--- config.mk ---
export PLATFORM = sky130hd
export DESIGN_NAME = sample_hold_bank
export DESIGN_NICKNAME = d
export VERILOG_FILES = /design/src/rtl/sample_hold_bank.sv
export SDC_FILE = /design/constraint.sdc
export NUM_CORES = 1
export LEC_CHECK = 0
export ABC_AREA = 1
export CAP_MARGIN = 20
export CORE_MARGIN = 2
export CORE_UTILIZATION = 34
export CTS_BUF_LIST = sky130_fd_sc_hd__clkbuf_8
export DETAILED_ROUTE_END_ITERATION = 10
export PLACE_DENSITY_LB_ADDON = 0.05
export SYNTH_ARGS = -nofsm -noshare
export SYNTH_HDL_FRONTEND = slang
export SYNTH_SLANG_ARGS = --single-unit
--- constraint.sdc ---
create_clock -name clk -period 3.47 [get_ports clk]
set_input_delay 1.041 -clock clk [delete_from_list [all_inputs] [get_ports clk]]
set_output_delay 1.041 -clock clk [all_outputs]
set_load 0.1 [all_outputs]
--- src/rtl/sample_hold_bank.sv ---
// Capture bank for a WIDTH-bit input. It keeps a DEPTH-entry shift history and tracks
// occupancy and a wrapping sample counter. Define CHANGE_ONLY_EN to drop repeated samples.
module sample_hold_bank #(
   parameter int WIDTH = 4,
   parameter int DEPTH = 4,
   parameter int CNT_W = 8,
   localparam int SEL_W = $clog2(DEPTH)
) (
   input  logic             clk,
   input  logic             rst_n,
   input  logic [WIDTH-1:0] din,
   input  logic             sample_en,
   input  logic [1:0]       mode,
   input  logic             clr,
   input  logic [SEL_W-1:0] rd_sel,
   output logic [WIDTH-1:0] dout,
   output logic [WIDTH-1:0] hist_out,
   output logic             valid,
   output logic             full,
   output logic [SEL_W:0]   fill_cnt,
   output logic [CNT_W-1:0] sample_cnt
);

   localparam logic [1:0] MODE_TRANS = 2'b00;
   localparam logic [1:0] MODE_LEVEL = 2'b01;
   localparam logic [1:0] MODE_EDGE  = 2'b10;
   localparam logic [SEL_W:0] DEPTH_L = (SEL_W+1)'(DEPTH);

   logic [WIDTH-1:0] hist [DEPTH];
   logic             en_q;
   logic             cap_raw;
   logic             cap;

   always_comb begin
      cap_raw = 1'b0;
      case (mode)
         MODE_TRANS: cap_raw = 1'b1;
         MODE_LEVEL: cap_raw = sample_en;
         MODE_EDGE:  cap_raw = sample_en & ~en_q;
         default:    cap_raw = 1'b0;
      endcase
   end

`ifdef CHANGE_ONLY_EN
   // A repeat of the newest stored value is ignored; an empty bank always accepts.
   assign cap = cap_raw & ~(valid & (din == hist[0]));
`else
   assign cap = cap_raw;
`endif

   always_ff @(posedge clk or negedge rst_n) begin
      if (!rst_n) begin
         for (int i = 0; i < DEPTH; i++) hist[i] <= '0;
         en_q       <= 1'b0;
         valid      <= 1'b0;
         fill_cnt   <= '0;
         sample_cnt <= '0;
      end else begin
         en_q <= sample_en;
         // clr wins over a capture in the same cycle.
         if (clr) begin
            for (int i = 0; i < DEPTH; i++) hist[i] <= '0;
            valid      <= 1'b0;
            fill_cnt   <= '0;
            sample_cnt <= '0;
         end else if (cap) begin
            hist[0] <= din;
            for (int i = 1; i < DEPTH; i++) hist[i] <= hist[i-1];
            valid      <= 1'b1;
            sample_cnt <= sample_cnt + CNT_W'(1);
            if (fill_cnt != DEPTH_L) fill_cnt <= fill_cnt + 1'b1;
         end
      end
   end

   assign dout = hist[0];
   assign full = (fill_cnt == DEPTH_L);

   always_comb begin
      hist_out = '0;
      if (({1'b0, rd_sel} < fill_cnt) && (int'(rd_sel) < DEPTH)) hist_out = hist[rd_sel];
   end

endmodule
Yosys cells after proc, flatten, opt, wreduce, memory -nomap -nowiden
Cells that the tools add are included.
{"block": "totals", "elab_cells": 37, "output_inout_bits": 21, "input_bits": 12, "reg_bits": 29}
{"block": "op_classes", "n_bitwise": 3, "reduce_logical": 4, "order_cmp": 2, "add_sub_neg": 2, "mux": 14, "eq_ne": 4}
{"op": "$mux 16", "count": 2}
{"op": "$mux 8", "count": 2}
{"op": "$mux 4", "count": 3}
{"op": "$mux 3", "count": 3}
{"op": "$add 8x1->8 const B", "count": 1}
{"op": "$bmux 4 s2", "count": 1}
{"op": "$reduce_bool 2->1", "count": 2}
{"op": "$add 3x1->3 const B", "count": 1}
{"op": "$eq 3x3->1 const B", "count": 1}
{"op": "$ge 3x3->1 const B", "count": 1}
{"op": "$lt 2x3->1", "count": 1}
{"op": "$ne 3x3->1 const B", "count": 1}
{"op": "$not 2->3", "count": 1}
{"op": "$pmux 1 s3", "count": 1}
{"op": "$eq 2x1->1 const B", "count": 1}
{"op": "$eq 2x2->1 const B", "count": 1}
{"op": "$logic_not 2->1", "count": 1}
{"op": "$mux 1", "count": 2}
{"op": "$reduce_and 2->1", "count": 1}
{"op": "$and 1x1->1", "count": 1}
{"op": "$not 1->1", "count": 1}

Depth between registers and ports, before layout
{"block": "depth", "depth_word": 5, "mapped_depth": 8, "mapped_depth_nobuf": 8}

Worst setup path before layout
No wires, ideal clock.
{"block": "synth_timing", "kind": "register -> output", "from": "register fill_cnt[1]", "to": "output port hist_out[0]", "path_buffers": 0, "path_stages_with_launch": 6, "required_time_ps": 2429, "setup_slack_ps": -654, "t_arrival_ps": 3083, "cell_sequence": "dfrtp_1 -> inv_1 -> ha_1 -> o21ai_0 -> a21oi_1 -> a21oi_1"}
{"block": "synth_between", "elab_chain_cells": 2}
{"item": "start, declared", "line": "20", "source": "output logic [SEL_W:0] fill_cnt,"}
{"item": "start signal, assigned", "line": "71", "source": "if (fill_cnt != DEPTH_L) fill_cnt <= fill_cnt + 1'b1;"}
{"item": "$lt 2x3->1", "line": "81", "source": "if (({1'b0, rd_sel} < fill_cnt) && (int'(rd_sel) < DEPTH)) hist_out = hist[rd_sel];"}
{"item": "$mux 4", "line": "81"}
{"item": "end, declared", "line": "17", "source": "output logic [WIDTH-1:0] hist_out,"}
No other way between the ends.

Worst setup path after layout
{"block": "layout_timing", "from": "input port rd_sel[1]", "to": "output port hist_out[0]"}
{"block": "layout_between", "elab_chain_cells": 5, "word_cells_on_any_way": 6, "classes_between": "1 x order compare; 4 x mux; 1 x bitwise"}
{"item": "start, declared", "line": "15", "source": "input logic [SEL_W-1:0] rd_sel,"}
{"item": "$not 2->3 (implied by the code)", "line": "81"}
{"item": "$bmux 4 s2", "line": "81"}
{"item": "$mux 4 (implied by the code) (2 in a row)", "line": "81"}
{"item": "$mux 4 *", "line": "81"}
Every way passes the cells marked *; elsewhere a longest branch is shown, timed or not. The select of a mux whose other input is x is not followed.

==> results.md <==
- Outcome: finished clean
- Worst Skew: 0.00542 ns
- Initial DRC count: 62
- Vias/cell: 4.60
- Final setup fails: 0
- Share of cells above drive strength 1: 19.4%
- Startpoint Class: input pin
- # DRC: 0
- Die Area: 5020 sq um
- CTS HTree Levels: 2
- Dpl cell area: 1880 sq um
- Final hold vios: 0
- Post-route core utilization: 45.6%
- Yosys top cell by area: dfrtp_1
- Synth cell types: 19
- RSZ-0062 raised after global routing: false
- Total GRT Usage: 14.4%
- Routed length per instance: 12.1 microns
- Max Fclk: 0.318 GHz
- Starting Density: 35.1%
- Delay-heaviest family, CP: compound AO/OA/AOI/OAI gates
- Worst path arrival time: 2.10 ns
- Slew Viols, Final: 0
- Root Driver: clkbuf_8
- Worst-margin pin slew: 0.371 ns
- WHS Path Cells: 2
- Post-route ant nets: 0
- Commonest non-fill, non-tap cell in the layout: nand2_1
- Crit path from: rd_sel[1]
- WP data required: 2.43 ns
- Tmin final: 3.14 ns
- Max rail drop VDD: 0.326 mV
- Final HPWL DP: 2420 microns
- Initial antenna violation count: 0
- Final instance area: 1970 sq um
- Maxcap violations: 0
- Cell area power density: 464 nW/um^2
- Vias in the first global route: 1274
- Max FO, Critical Path: 4
- Yosys reg bits: 29
- Cts hold-fix bufs: 0
- Reg-to-Reg Start: en_q
- Hold WC Path Type: flip-flop to flip-flop
- Worst reg-to-reg path cell count: 6
- CP most frequent cell: a21oi_2
- CP Cell Sequence: dlymetal6s2s_1 -> ha_1 -> o21ai_1 -> a21oi_2 -> a21oi_2 -> buf_12
- Lkg Pwr: 0.980 nW
- Mean Syn Cell Area: 7.91 sq um
- Net count, final: 242
- Largest net degree at the start of global routing: 30
- Drt total wl: 3380 microns
- First-pass GRT wire length: 5750 microns
- Most frequent cells in the layout: 69 x nand2_1, 29 x dfrtp_1, 20 x inv_1, 20 x buf_4, 18 x o21ai_0
- Die Wd: 70.8 microns
- Hold worst-path end: hist[4]
- Sequential-to-total area share from yosys stat: 47.8%
- Num rows: 24
- Critical path type: input pin to output pin
- Gpl congestion: 0.753
- Nature of the critical path endpoint: output pin
- Critical path's slowest cell: a21oi_2
- Core Box Area: 4320 sq um
- Syn nets: 208
- FF-to-FF setup slack: 2.06 ns
- # port buffers: 32
- Clock buffer depth: 2
- I/O pin cnt: 33
- Max incr delay on CP: 0.30 ns
- Cells after Synth: 192
- Synth Warn #: 0
- Antenna cells: 0
- CTS tree: built
- TritonCTS Sinks: 29
- Die H: 70.8 microns
- Synth-to-layout area growth: 29.7%
- Clk slew on worst S/H paths: 0.06 ns
- Total gr overflow: 0
- HP Start: hist[8]
- Skew-Pair Late Insertion Delay: 0.27 ns
- Synth Cell Area: 1520 sq um
- Synth top area cells: dfrtp_1 48%, nand2_1 17%, o21ai_0 7.6%
- Routed vias: 1284
- CTS buffer count: 5
- Final Cycle Share: 90.5%
- Worst reg2reg endpoint: hist[7]
- DR pass1 iterations: 4
- Slew Limit Headroom: 75.3%
- Yosys top cell area share: 47.8%
- Setup Buffers After CTS: 0
- WP buf/inv: 2
==> synthesized netlist by cell type <==
master    count
buf_6         1
xnor2_1       2
nand2_2       1
nand3_4       1
dfrtp_1      29
a21oi_2       1
inv_4         1
a21oi_1      13
xor2_1        2
inv_2         1
ha_1          4
nand3_2       1
buf_4         8
nand3_1       8
inv_1        20
o21ai_0      23
nand3b_1      1
nor2_1        6
nand2_1      69
==> stage by stage <==
step                      std cells  total power [W]  hold slack, ns  setup WS [ns]  setup TNS [ns]
after floorplan                 192         0.000579           0.442        -0.0776          -0.311
after global placement          271         0.000657           0.454        -0.0265          -0.101
after detailed placement        271         0.000659           0.463        -0.0727          -0.283
after CTS                       279         0.000920           0.482         0.0318               0
after global routing            279         0.000955           0.506          0.288               0
final                           279         0.000913           0.479          0.328               0
==> what timing repair did <==
item                                    4_1_cts  5_1_grt
resized for setup                             1        9
pin swaps                                     0        4
endpoints found under the setup margin        4        4
==> how the worst max path moves through the flow <==
| stage | end | depth (start not counted) |
|---|---|---|
| finish | hist_out[0] | 6 |
| global route | hist_out[2] | 6 |
| CTS | hist_out[0] | 6 |
| detailed placement | hist_out[0] | 6 |
| global placement | hist_out[2] | 6 |
| floorplan | hist_out[0] | 5 |
==> flip-flops by register name, summed over array words and instances, names as in the netlist <==
name        flops
hist           12
valid           1
fill_cnt        3
sample_cnt      8
dout            4
en_q            1
==> kinds of logic after synthesis <==
group | synth area share, %
and+or+nand+nor | 23.9
adders and majority gates | 3.30
AOI/OAI and AO/OA | 12.4
xor gates and xnor gates | 2.31
DFF | 47.8
buffers and inverters | 10.3
==> per-layer routing <==
metal,track usage (%),wire length (microns),up-vias
met4,4.40,31,0
met3,3.70,142,5
met2,24.0,1610,25
met1,18.5,1590,582
li1,-,-,672
met5,0,0,-
==> where the power goes <==
part           total (W)  internal, W  switching, W
clock           0.000259     0.000136      0.000124
combinational   0.000281    0.0000745      0.000207
sequential      0.000373     0.000354     0.0000185
total           0.000913     0.000564      0.000349
==> final cells by class <==
cell class	instances	area [sq um]
fillers	436	2350
clock buffers	5	68.8
flip-flops and latches	29	726
repair buffers	36	357
multi-input cells	132	656
clock inverters	3	13.8
well taps	52	65.1
inverters	22	85.1
==> tightest hold or removal path, cell delays in order, from the launching register on <==
cell and delay [ns]:
dfrtp_1 0.34, nand2_1 0.05, o21ai_0 0.06
(Power assumes the default switching activity.)
